--- config.mk ---
export PLATFORM = sky130hd
export DESIGN_NAME = serial_deserializer
export DESIGN_NICKNAME = d
export VERILOG_FILES = /design/src/rtl/deser_pkg.sv /design/src/rtl/deser_shiftbit.sv /design/src/rtl/serial_deserializer.sv
export SDC_FILE = /design/constraint.sdc
export NUM_CORES = 1
export LEC_CHECK = 0
export BUFFER_PORTS_ARGS = -buffer_cell sky130_fd_sc_hd__buf_2
export CAP_MARGIN = 20
export CORE_MARGIN = 1
export CORE_UTILIZATION = 40
export CTS_CLUSTER_DIAMETER = 60
export CTS_CLUSTER_SIZE = 12
export DETAILED_ROUTE_END_ITERATION = 10
export GPL_ROUTABILITY_DRIVEN = 0
export PLACE_DENSITY = 0.64
export SKIP_LAST_GASP = 1
export SLEW_MARGIN = 20
export SYNTH_ARGS = -nofsm -noshare
export SYNTH_HDL_FRONTEND = slang
export SYNTH_SLANG_ARGS = --single-unit
--- constraint.sdc ---
create_clock -name CLK -period 6.6 [get_ports CLK]
set_input_delay 1.65 -clock CLK [delete_from_list [all_inputs] [get_ports CLK]]
set_output_delay 1.65 -clock CLK [all_outputs]
set_load 0.005 [all_outputs]
--- src/rtl/deser_pkg.sv ---
// -----------------------------------------------------------------------------
// deser_pkg
// Shared definitions for the serial deserializer:
//   - FSM state encodings (ST_*) and the state enum built on them
//   - cnt_width(): width of the per-frame bit counter
// Configuration macro used by the block: DESER_PARITY_EN
// -----------------------------------------------------------------------------
package deser_pkg;

   localparam logic [1:0] ST_IDLE = 2'd0;
   localparam logic [1:0] ST_RECV = 2'd1;
   localparam logic [1:0] ST_FULL = 2'd2;

   typedef enum logic [1:0] {
      IDLE = ST_IDLE,
      RECV = ST_RECV,
      FULL = ST_FULL
   } deser_state_e;

   // Room for WIDTH data bits plus an optional parity bit without wrapping.
   function automatic int cnt_width(input int width);
      return $clog2(width + 2);
   endfunction

endpackage

--- src/rtl/deser_shiftbit.sv ---
// -----------------------------------------------------------------------------
// deser_shiftbit
// One stage of the deserializer shift register.
// Ports:
//   clk, rst_n : clock, asynchronous active-low reset (clears the stage)
//   en         : shift enable; the stage holds its value when low
//   sel_sin    : 1 = load the serial input, 0 = load the neighbour stage
//   nb_i       : neighbour stage output
//   sin_i      : serial data input
//   d_o        : next value of this stage (value after the coming edge)
//   q_o        : current stage value
// -----------------------------------------------------------------------------
module deser_shiftbit
   import deser_pkg::*;
(
   input  logic clk,
   input  logic rst_n,
   input  logic en,
   input  logic sel_sin,
   input  logic nb_i,
   input  logic sin_i,
   output logic d_o,
   output logic q_o
);

   logic bit_d;
   logic bit_q;

   // NOTE: assign a default before any condition so no path leaves bit_d
   // unassigned; otherwise synthesis infers a latch.
   always_comb begin
      bit_d = bit_q;
      if (en) begin
         bit_d = sel_sin ? sin_i : nb_i;
      end
   end

   // NOTE: flops use non-blocking assignments so every register samples the
   // pre-edge values, independent of block ordering.
   always_ff @(posedge clk or negedge rst_n) begin
      if (!rst_n) begin
         bit_q <= 1'b0;
      end else begin
         bit_q <= bit_d;
      end
   end

   assign d_o = bit_d;
   assign q_o = bit_q;

endmodule

--- src/rtl/serial_deserializer.sv ---
// -----------------------------------------------------------------------------
// serial_deserializer
// Collects SHIFT-strobed serial bits into a WIDTH-bit word and holds it until
// the consumer accepts it with DREADY.
// Parameters:
//   WIDTH     : data bits per word (2..32)
//   MSB_FIRST : 1 = first bit lands in DOUT[WIDTH-1], 0 = first bit in DOUT[0]
// Ports:
//   CLK, RESET_N : clock, asynchronous active-low reset
//   SIN, SHIFT   : serial data and its bit strobe
//   START        : opens a new frame (discards any partial frame)
//   DREADY       : consumer accepts the held word
//   DOUT, DVALID : assembled word and its valid flag
//   OVERRUN      : sticky, a bit or START arrived while a word was held
//   PAR_ERR      : parity check result, qualified by DVALID
// Macro DESER_PARITY_EN: frame carries a trailing even-parity bit that is
// checked into PAR_ERR; without it PAR_ERR is tied low.
// -----------------------------------------------------------------------------
module serial_deserializer
   import deser_pkg::*;
#(
   parameter int WIDTH     = 8,
   parameter int MSB_FIRST = 1
)
(
   input  logic             CLK,
   input  logic             RESET_N,
   input  logic             SIN,
   input  logic             SHIFT,
   input  logic             START,
   input  logic             DREADY,
   output logic [WIDTH-1:0] DOUT,
   output logic             DVALID,
   output logic             OVERRUN,
   output logic             PAR_ERR
);

   localparam int CW = cnt_width(WIDTH);
`ifdef DESER_PARITY_EN
   localparam int FRAME_LEN = WIDTH + 1;
`else
   localparam int FRAME_LEN = WIDTH;
`endif
   localparam logic [CW-1:0] LAST_IDX  = CW'(FRAME_LEN - 1);
   localparam logic [CW-1:0] DATA_BITS = CW'(WIDTH);

   deser_state_e     state_q, state_d;
   logic [CW-1:0]    cnt_q, cnt_d;
   logic [WIDTH-1:0] dout_q, dout_d;
   logic             dvalid_q, dvalid_d;
   logic             overrun_q, overrun_d;

   logic [WIDTH-1:0] sr_q;
   logic [WIDTH-1:0] sr_nxt;
   logic [WIDTH-1:0] frame_word;

   logic             take_start;
   logic             bit_take;
   logic             last_bit;
   logic             sr_shift;
   logic [CW-1:0]    cnt_base;

   // ---------------------------------------------------------------------------
   // Shift register: the edge stage takes SIN, the others take their neighbour.
   // A full frame rewrites every stage, so restarting never needs a clear.
   // ---------------------------------------------------------------------------
   for (genvar i = 0; i < WIDTH; i++) begin : g_stage
      localparam bit IS_EDGE = (MSB_FIRST != 0) ? (i == 0) : (i == WIDTH - 1);
      logic nb;

      if (IS_EDGE) begin : g_edge
         assign nb = 1'b0;
      end else if (MSB_FIRST != 0) begin : g_msb
         assign nb = sr_q[i-1];
      end else begin : g_lsb
         assign nb = sr_q[i+1];
      end

      deser_shiftbit u_bit (
         .clk     (CLK),
         .rst_n   (RESET_N),
         .en      (sr_shift),
         .sel_sin (1'(IS_EDGE)),
         .nb_i    (nb),
         .sin_i   (SIN),
         .d_o     (sr_nxt[i]),
         .q_o     (sr_q[i])
      );
   end

   // ---------------------------------------------------------------------------
   // Frame bookkeeping
   // ---------------------------------------------------------------------------
   always_comb begin
      // START is honoured everywhere except a held word not being released.
      take_start = START && ((state_q != FULL) || DREADY);
      bit_take   = SHIFT && (take_start || (state_q == RECV));
      // A same-edge START restarts the count, so the bit becomes bit 1.
      cnt_base   = take_start ? '0 : cnt_q;
      last_bit   = bit_take && (cnt_base == LAST_IDX);
      // The parity bit is counted but never enters the shift register.
      sr_shift   = bit_take && (cnt_base < DATA_BITS);
   end

`ifdef DESER_PARITY_EN
   // Data bits are already in place when the parity bit arrives.
   assign frame_word = sr_q;
`else
   // The final data bit is still on its way into the register this edge.
   assign frame_word = sr_nxt;
`endif

   always_comb begin
      state_d   = state_q;
      cnt_d     = cnt_q;
      dout_d    = dout_q;
      dvalid_d  = dvalid_q;
      overrun_d = overrun_q;

      if (state_q == FULL) begin
         if (DREADY) begin
            dvalid_d = 1'b0;
            state_d  = IDLE;
         end else if (SHIFT || START) begin
            overrun_d = 1'b1;
         end
      end

      if (last_bit) begin
         state_d  = FULL;
         cnt_d    = '0;
         dvalid_d = 1'b1;
         dout_d   = frame_word;
      end else if (bit_take) begin
         state_d  = RECV;
         cnt_d    = cnt_base + CW'(1);
      end else if (take_start) begin
         state_d  = RECV;
         cnt_d    = '0;
      end
   end

   always_ff @(posedge CLK or negedge RESET_N) begin
      if (!RESET_N) begin
         state_q   <= IDLE;
         cnt_q     <= '0;
         dout_q    <= '0;
         dvalid_q  <= 1'b0;
         overrun_q <= 1'b0;
      end else begin
         state_q   <= state_d;
         cnt_q     <= cnt_d;
         dout_q    <= dout_d;
         dvalid_q  <= dvalid_d;
         overrun_q <= overrun_d;
      end
   end

`ifdef DESER_PARITY_EN
   logic par_err_q, par_err_d;

   // Even parity: XOR over data and parity bit is 0 for a clean frame.
   always_comb begin
      par_err_d = par_err_q;
      if (last_bit) begin
         par_err_d = (^sr_q) ^ SIN;
      end
   end

   always_ff @(posedge CLK or negedge RESET_N) begin
      if (!RESET_N) begin
         par_err_q <= 1'b0;
      end else begin
         par_err_q <= par_err_d;
      end
   end

   assign PAR_ERR = par_err_q;
`else
   assign PAR_ERR = 1'b0;
`endif

   assign DOUT    = dout_q;
   assign DVALID  = dvalid_q;
   assign OVERRUN = overrun_q;

endmodule

==> results of run 1 <==
## metrics by stage
step,area (µm²),util,cells,setup WS [ns]
CTS,1170,0.472,133,3.35
finish,1170,0.472,133,3.33
detailed placement,1140,0.460,129,2.99
floorplan,1040,-,86,3.28
global route,1170,0.472,133,3.21
global placement,1140,0.460,129,3.04
## Yosys cell counts, drive strengths merged
| cell | instances |
|---|---|
| dfrtp | 23 |
| mux2 | 15 |
| nand2 | 10 |
| inv | 6 |
| nor2 | 4 |
| o21ai | 3 |
| a21oi | 2 |
| buf | 2 |
| mux2i | 2 |
| nand3 | 2 |
| a21o | 1 |
| a31oi | 1 |
| a32oi | 1 |
| a41o | 1 |
| and2 | 1 |
| and2b | 1 |
| and3 | 1 |
| conb | 1 |
| ha | 1 |
| nand4 | 1 |
| nand4b | 1 |
| nor2b | 1 |
| nor3 | 1 |
| o21a | 1 |
| o21bai | 1 |
| or3b | 1 |
| xnor2 | 1 |
## registers in the layout, indices dropped and copies added (netlist names)
| register | flops |
|---|---|
| state_q | 2 |
| DOUT | 8 |
| DVALID | 1 |
| OVERRUN | 1 |
| g_stage.u_bit.q_o | 7 |
| cnt_q | 4 |
## worst max-delay path: stages
cell and delay [ns]:
buf_2 0.12, or3b_4 0.40, nand2_4 0.11, and2_4 0.15
ha_1 0.24, nand4b_1 0.14, nor2_1 0.16, nand2_2 0.18
mux2_2 0.32
## metal layers
| metal | routed length, µm | vias to the layer above | track usage | part of all wire |
|---|---|---|---|---|
| met5 | 0 | - | 0 | 0 |
| met4 | 19 | 0 | 0.0526 | 0.011 |
| met3 | 121 | 2 | 0.0603 | 0.071 |
| met2 | 779 | 21 | 0.236 | 0.46 |
| met1 | 781 | 343 | 0.188 | 0.46 |
| li1 | - | 326 | - | - |
## report_power, final
group	internal (mW)	switching, mW
sequential	0.153	0.00777
combinational	0.0139	0.0120
clock	0.0231	0.0446
## final cells by class
class                           count  area share
Tap cell                           30      0.0321
Multi-Input combinational cell     55       0.367
Inverter                            6      0.0193
Clock inverter                      1     0.00642
Sequential cell                    23       0.492
Clock buffer                        3      0.0193
Timing Repair Buffer               15      0.0642
## cells by family after synthesis
group                    share of synthesized area
AND/OR/NAND/NOR                              0.136
other                                      0.00360
XOR/XNOR                                   0.00840
buffers and inverters                       0.0360
flip-flops                                   0.552
adder cells (fa/ha/maj)                     0.0120
multiplexers                                 0.181
AO/OA/AOI/OAI                               0.0708
## how the worst max path moves through the flow
stage / endpoint / cells past startpoint / start
2_1_floorplan: DOUT[0] / 8 / DREADY
3_3_place_gp: DOUT[6] / 9 / DREADY
3_5_place_dp: DOUT[1] / 9 / DREADY
4_1_cts: DOUT[1] / 9 / DREADY
5_1_grt: DOUT[5] / 9 / DREADY
6_report: DOUT[1] / 9 / DREADY
==> impl_metrics.ini, run 1 <==
[cts]
htreeDepth = 1
clock_latency_ns = 0.31
cts_resized = 0
clk_pin_slew_ns = 0.13
cts_hold_repair.buffers = 0
clock_path_buffers = 2
cts_tree = yes
cts_setup_buffers = 0
numCtsBuffers = 3
cts.sinks = 23
cts-root-buf = clkbuf_4

[worst_setup_path]
ff2ff_path_depth = 8
rr_startpoint = state_q[1]
rrSetupSlack_ns = 4.27
cp_max_fo = 9
critPathCaptureType = register
reg2reg_to = DOUT[1]
worst_setup_path_start_kind = input port
critPathKind = input port to register
crit_required_ns = 6.81
arrival_ns = 3.48

[power]
fin_total_pwr_uw = 255
power_per_cell_area_mw_per_mm2 = 218
p_leak_nw = 0.612
ir_drop_mv = 0.177

[global_routing]
antenna_found_initial = 0
grt_pass1_wl_um = 2930
grt_overflow_total = 0
grt_pass1_vias = 645
track_usage = 0.151
grt_max_degree = 24

[worst_hold_path]
hold_end = OVERRUN
hold_depth = 1
min_path_type = register to register
hold_start = OVERRUN

[layout]
seq_area_um2 = 576
final_common_cell = dfrtp_1
mostFrequentLayoutCells = dfrtp_1, mux2_2, buf_2
finalNetCount = 111
multiInputGateArea_um2 = 429
drive_above_1_share = 0.408
num_antenna_cells = 0
n_fill_cell = 228
syn_to_final_growth_pct = 12.2

[floorplan]
fp-row-count = 18
initial_utilization = 0.421
core_mm2 = 0.00248
fp.dieW_um = 53.0
die_h_um = 53.0
io_pins = 17
dieArea_mm2 = 0.00281

[logic_synthesis]
yosys_warnings = 0
synth_nets = 93
syn_area_mm2 = 0.00104
ys_seq_elements = 23
synth_cell_type_count = 30
syn-instance-count = 86
syn_avg_cell_area_um2 = 12.1
netlist.area_leader.share = 0.552
ys_seq_area_frac = 0.552
yosys.area.top_type = dfrtp_1
synth_area_leaders = dfrtp_1, mux2_2, nand2_1

[timing]
skew_ns = 0.00469
worstMarginPinSlew_ns = 0.504
post-route-min-period_ns = 3.27
worst_hold_slack_ns = 0.493
hold_violations = 0
tns_ns = 0
setup_violations = 0
maxSlewHeadroom = 0.664
max_freq_mhz = 306
rsz0062_at_grt = false
period_share = 0.495
drv_slew = 0

[drt]
drt_iter0_markers = 11
drc = 0
via_per_inst = 5.20
drtPass1Iterations = 4
num_vias = 692
wl_per_cell_um = 12.8
wl_um = 1700
ant_nets = 0

[flow_run]
maxCapViolCount = 0

[outcome]
status = finished clean

[place]
dp_hpwl_um = 1190
io_buffers = 15
Note: power is estimated with default switching activity, not from simulation.
==> run 2: changes to the inputs <==
ABC_AREA = 1   (was unset)
PLACE_DENSITY = 0.65   (was 0.64)
clock period = 2.7 ns   (was 6.6 ns; I/O delays follow)
==> impl_metrics.ini, run 2 <==
[worst_setup_path]
critPathKind = input port to register
worstSetupEndpoint = DOUT[7]
arrival_ns = 2.31
rrSetupSlack_ns = 0.64
crit_path_cell_trace = buf_2 -> inv_1 -> nand3_2 -> nand2_4 -> inv_1 -> nor2_1 -> ha_1 -> inv_1 -> nor2_1 -> nand3_4 -> nor2_8 -> inv_4 -> nand2_1 -> nand2_1
critPathCaptureType = register
worst_setup_path_start_kind = input port
rr_startpoint = state_q[0]
cp-startpoint = DREADY
critPathMaxStageDelay_ns = 0.22
crit_path_frequent_cell = inv_1
cpMaxStageDelayCell = nor2_8
cp_max_fo = 11
reg2reg_to = DOUT[7]
ff2ff_path_depth = 13
crit_required_ns = 2.93

[cts]
cts.sinks = 24
cts_hold_repair.buffers = 0
clock_latency_ns = 0.32
numCtsBuffers = 3
clock_path_buffers = 2
cts_setup_buffers = 0
cts_tree = yes
htreeDepth = 1
cts_resized = 0
cts-root-buf = clkbuf_4
clk_pin_slew_ns = 0.14

[floorplan]
dieArea_mm2 = 0.00317
io_pins = 17
initial_utilization = 0.424
die_h_um = 56.3
fp-row-count = 19
fp.dieW_um = 56.3
core_mm2 = 0.00278

[logic_synthesis]
yosys-top-cells-count = nand2_1, dfrtp_1, inv_1
synth_flop_cell = dfrtp_1
syn_area_mm2 = 0.00118
yosys.area.top_type = dfrtp_1
synth_most_common_cell = nand2_1
yosys_warnings = 0
syn_avg_cell_area_um2 = 9.07
synth_nets = 137
netlist.area_leader.share = 0.510
syn-instance-count = 130
synth_cell_type_count = 27
synth_area_leaders = dfrtp_1, nand2_1, inv_1
synthArstFlopShare = 1.00
ys_seq_area_frac = 0.510
synth-edff-count = 0
ys_seq_elements = 24

[timing]
drv_slew = 0
period_share = 0.770
hold_violations = 0
setup_violations = 0
tns_ns = 0
skew_ns = 0.00946
layout_setup_ws_ns = 0.622
rsz0062_at_grt = false
post-route-min-period_ns = 2.08
worstMarginPinSlew_ns = 0.523
max_freq_mhz = 481
maxSlewHeadroom = 0.652

[global_routing]
grt_pass1_vias = 854
track_usage = 0.152
grt-busiest-layer = met2
met3_usage = 0.0230
antenna_found_initial = 0
grt_pass1_wl_um = 3740
met2_usage = 0.253
grt_overflow_total = 0
use_met1 = 0.198
grt_max_degree = 25

[power]
ir_drop_mv = 0.363
pwr-share-clk = 0.357
comb_power_share = 0.106
netSwitchingPower_uw = 167
p_leak_nw = 0.727
seqPwrFrac = 0.536
p_sw_frac = 0.229
p_int_uw = 563
power_per_cell_area_mw_per_mm2 = 553

[drt]
ant_nets = 0
num_vias = 870
drtPass1Iterations = 4
wl_per_cell_um = 11.9
drt_iter0_markers = 29
via_per_inst = 4.92
drc = 0
wl_um = 2110

[layout]
syn_to_final_growth_pct = 12.1
finalNetCount = 154
final_cells = 177
mostFrequentLayoutCells = nand2_1, dfrtp_1, inv_1
num_antenna_cells = 0
utilization = 0.475
drive_above_1_share = 0.212
final_common_cell = nand2_1
postLayoutCellArea_mm2 = 0.00132

[flow_run]
maxCapViolCount = 0

[outcome]
status = finished clean

[place]
pre_cts_ws_ns = 0.253
dp.cells = 173
place_area_mm2 = 0.00127
dp_hpwl_um = 1480
io_buffers = 15

[worst_hold_path]
min_path_type = input port to asynchronous set/reset pin
==> run 2: cell types whose count changed in the layout (fill, tap and decap cells not counted), sizes merged, moves of 2 or more <==
cell | before | now
mux2 | 15 | 0
and2 | 1 | 8
nand4 | 1 | 9
mux2i | 2 | 0
nor2 | 4 | 9
nand3 | 2 | 11
nand2 | 10 | 35
inv | 6 | 21
xor2 | 0 | 2
==> run 2: power by group through the flow <==
stage          clock (mW)  sequential (mW)  combinational [mW]
6_report            0.261            0.392              0.0776
5_1_grt             0.278            0.394              0.0915
4_1_cts             0.270            0.392              0.0788
3_5_place_dp            0            0.399              0.0784
3_3_place_gp            0            0.398              0.0758
2_1_floorplan           0            0.397              0.0559
==> run 2: critical path, delay by kind of cell <==
family,cells,cell delay (ns)
AND/OR/NAND/NOR,8,1.05
buffers and inverters,5,0.38
adder cells (fa/ha/maj),1,0.17
==> run 2: final cells by class <==
| class | instances | area [µm²] |
|---|---|---|
| clock buffer | 3 | 22.5 |
| multi-input combinational | 82 | 473 |
| sequential | 24 | 601 |
| inverter | 21 | 81.3 |
| fill | 271 | 1460 |
| clock inverter | 1 | 30.0 |
| tap | 31 | 38.8 |
| timing repair buffer | 15 | 75.1 |
==> run 2: how the worst min path moves through the flow <==
stage / from / end / slack (ns)
after floorplan: RESET_N / DOUT[0] / 0.38
after global placement: DOUT[2] / DOUT[2] / 0.46
after detailed placement: OVERRUN / OVERRUN / 0.46
after CTS: RESET_N / g_stage[0].u_bit.q_o / 0.32
after global routing: RESET_N / g_stage[7].u_bit.q_o / 0.35
final: RESET_N / g_stage[5].u_bit.q_o / 0.31
==> run 2: metrics by stage <==
stage	hold WS [ns]	total power, mW
6_report	0.307	0.730
5_1_grt	0.351	0.764
4_1_cts	0.324	0.742
3_5_place_dp	0.461	0.478
3_3_place_gp	0.458	0.474
2_1_floorplan	0.379	0.453
==> run 2: cells by family (layout without fill, tap and decap cells) <==
logic type | Yosys count | after routing | share of synthesized area
AO/OA/AOI/OAI | 5 | 5 | 0.0255
XOR/XNOR | 2 | 2 | 0.0149
adder cells (fa/ha/maj) | 1 | 1 | 0.0106
buffers and inverters | 24 | 40 | 0.0892
flip-flops | 24 | 24 | 0.510
other | 1 | 1 | 0.00318
AND/OR/NAND/NOR | 73 | 73 | 0.347
==> run 2: routing by layer <==
| metal | part of all wire | up-vias |
|---|---|---|
| li1 | - | 436 |
| met1 | 0.49 | 412 |
| met2 | 0.46 | 18 |
| met5 | 0 | - |
| met3 | 0.039 | 4 |
| met4 | 0.011 | 0 |
==> run 3: changes to the inputs <==
clock period = 1.9 ns   (was 2.7 ns; I/O delays follow)
==> impl_metrics.ini, run 3 (synthesis results as in run 2) <==
[outcome]
status = finished clean

[worst_setup_path]
crit_family = simple AND/OR/NAND/NOR gates
ff2ff_path_depth = 13
critPathCaptureType = register
worst_setup_path_start_kind = register
rr_startpoint = state_q[0]
arrival_ns = 2.01
cp_num_buf_inv = 4
cp_max_fo = 4
critPathKind = register to register
crit_path_cell_trace = inv_2 -> nand3_4 -> nand2_4 -> inv_2 -> nor2_2 -> ha_2 -> inv_1 -> nor2_2 -> nand3_4 -> nor2_8 -> buf_4 -> nand3_1 -> nand2_1
crit_required_ns = 2.17
rrSetupSlack_ns = 0.15
cpMaxStageDelayCell = dfrtp_1
critPathMaxStageDelay_ns = 0.41
reg2reg_to = DOUT[5]

[power]
ir_drop_mv = 0.425
power_per_cell_area_mw_per_mm2 = 682
p_leak_nw = 0.759
fin_total_pwr_uw = 946

[drt]
num_vias = 904
wl_um = 2220
ant_nets = 0
drc = 0
drt_iter0_markers = 27
via_per_inst = 4.86
wl_per_cell_um = 11.9
drtPass1Iterations = 4

[timing]
worstMarginPinSlew_ns = 0.519
layout_setup_ws_ns = 0.154
hold_violations = 0
tns_ns = 0
maxSlewHeadroom = 0.654
rsz0062_at_grt = false
post-route-min-period_ns = 1.75
drv_slew = 0
skew_ns = 0.0178
worst_hold_slack_ns = 0.108
max_freq_mhz = 573
period_share = 0.919
setup_violations = 0

[cts]
clock_path_buffers = 2
cts-root-buf = clkbuf_4
htreeDepth = 1
cts_tree = yes
cts.sinks = 24
numCtsBuffers = 3
clk_pin_slew_ns = 0.14
clock_latency_ns = 0.31

[floorplan]
initial_utilization = 0.424
io_pins = 17
core_mm2 = 0.00278
fp-row-count = 19
die_h_um = 56.3
dieArea_mm2 = 0.00317
fp.dieW_um = 56.3

[global_routing]
track_usage = 0.155
met3_usage = 0.0207
grt-busiest-layer = met2
grt_max_degree = 25
met2_usage = 0.255
grt_overflow_total = 0
grt_pass1_wl_um = 3890
use_met1 = 0.215
grt_pass1_vias = 869
antenna_found_initial = 0

[layout]
final_common_cell = nand2_1
drive_above_1_share = 0.290
n_fill_cell = 275
num_antenna_cells = 0
finalNetCount = 163
mostFrequentLayoutCells = nand2_1, dfrtp_1, inv_1
syn_to_final_growth_pct = 17.7

[flow_run]
maxCapViolCount = 0

[worst_hold_path]
min_path_type = input port to asynchronous set/reset pin

[place]
pre_cts_ws_ns = -0.0336
dp_hpwl_um = 1560
io_buffers = 15
run 3: through the flow:
step	area, µm²	util	instances
floorplan	1190	-	130
global placement	1330	0.478	180
detailed placement	1330	0.478	180
CTS	1370	0.491	184
global route	1390	0.499	186
finish	1390	0.499	186
run 3: how the worst max path moves through the flow:
| stage | end | slack [ns] | cells after the start | start |
|---|---|---|---|---|
| 6_report | DOUT[5] | 0.15 | 13 | state_q[0] |
| 5_1_grt | DOUT[5] | 0.02 | 13 | state_q[0] |
| 4_1_cts | DOUT[5] | 0.07 | 13 | state_q[0] |
| 3_5_place_dp | DOUT[5] | -0.03 | 14 | DREADY |
| 3_3_place_gp | DOUT[5] | 0.02 | 14 | DREADY |
| 2_1_floorplan | DOUT[0] | 0.01 | 14 | DREADY |
run 3: final cells by class:
| type | instances | area, µm² | area share |
|---|---|---|---|
| Sequential cell | 24 | 601 | 0.433 |
| Timing Repair Buffer | 24 | 143 | 0.103 |
| Multi-Input combinational cell | 82 | 488 | 0.352 |
| Clock buffer | 4 | 36.3 | 0.0261 |
| Inverter | 21 | 81.3 | 0.0586 |
| Tap cell | 31 | 38.8 | 0.0280 |
run 3: layer usage:
metal / routed length (µm) / vias to the layer above
met5: 0 / -
met4: 16 / 0
met3: 88 / 2
met2: 996 / 26
met1: 1120 / 420
li1: - / 456
run 3: power by group:
part           internal, mW  switching (mW)
combinational        0.0485          0.0725
clock                 0.117           0.151
sequential            0.545          0.0125
total                 0.710           0.236
run 3: worst register-to-register path, delay by kind of cell (launching register included):
kind                       cells  cell delay [ns]
adders and majority gates      1             0.17
buffers and inverters          4             0.31
DFF                            1             0.41
and+or+nand+nor                8             0.82
run 3: timing repair:
item | CTS | global route
gates resized for setup | 0 | 1
setup endpoints to repair | 0 | 7
buffers inserted | 0 | 2
hold buffers | 0 | 0
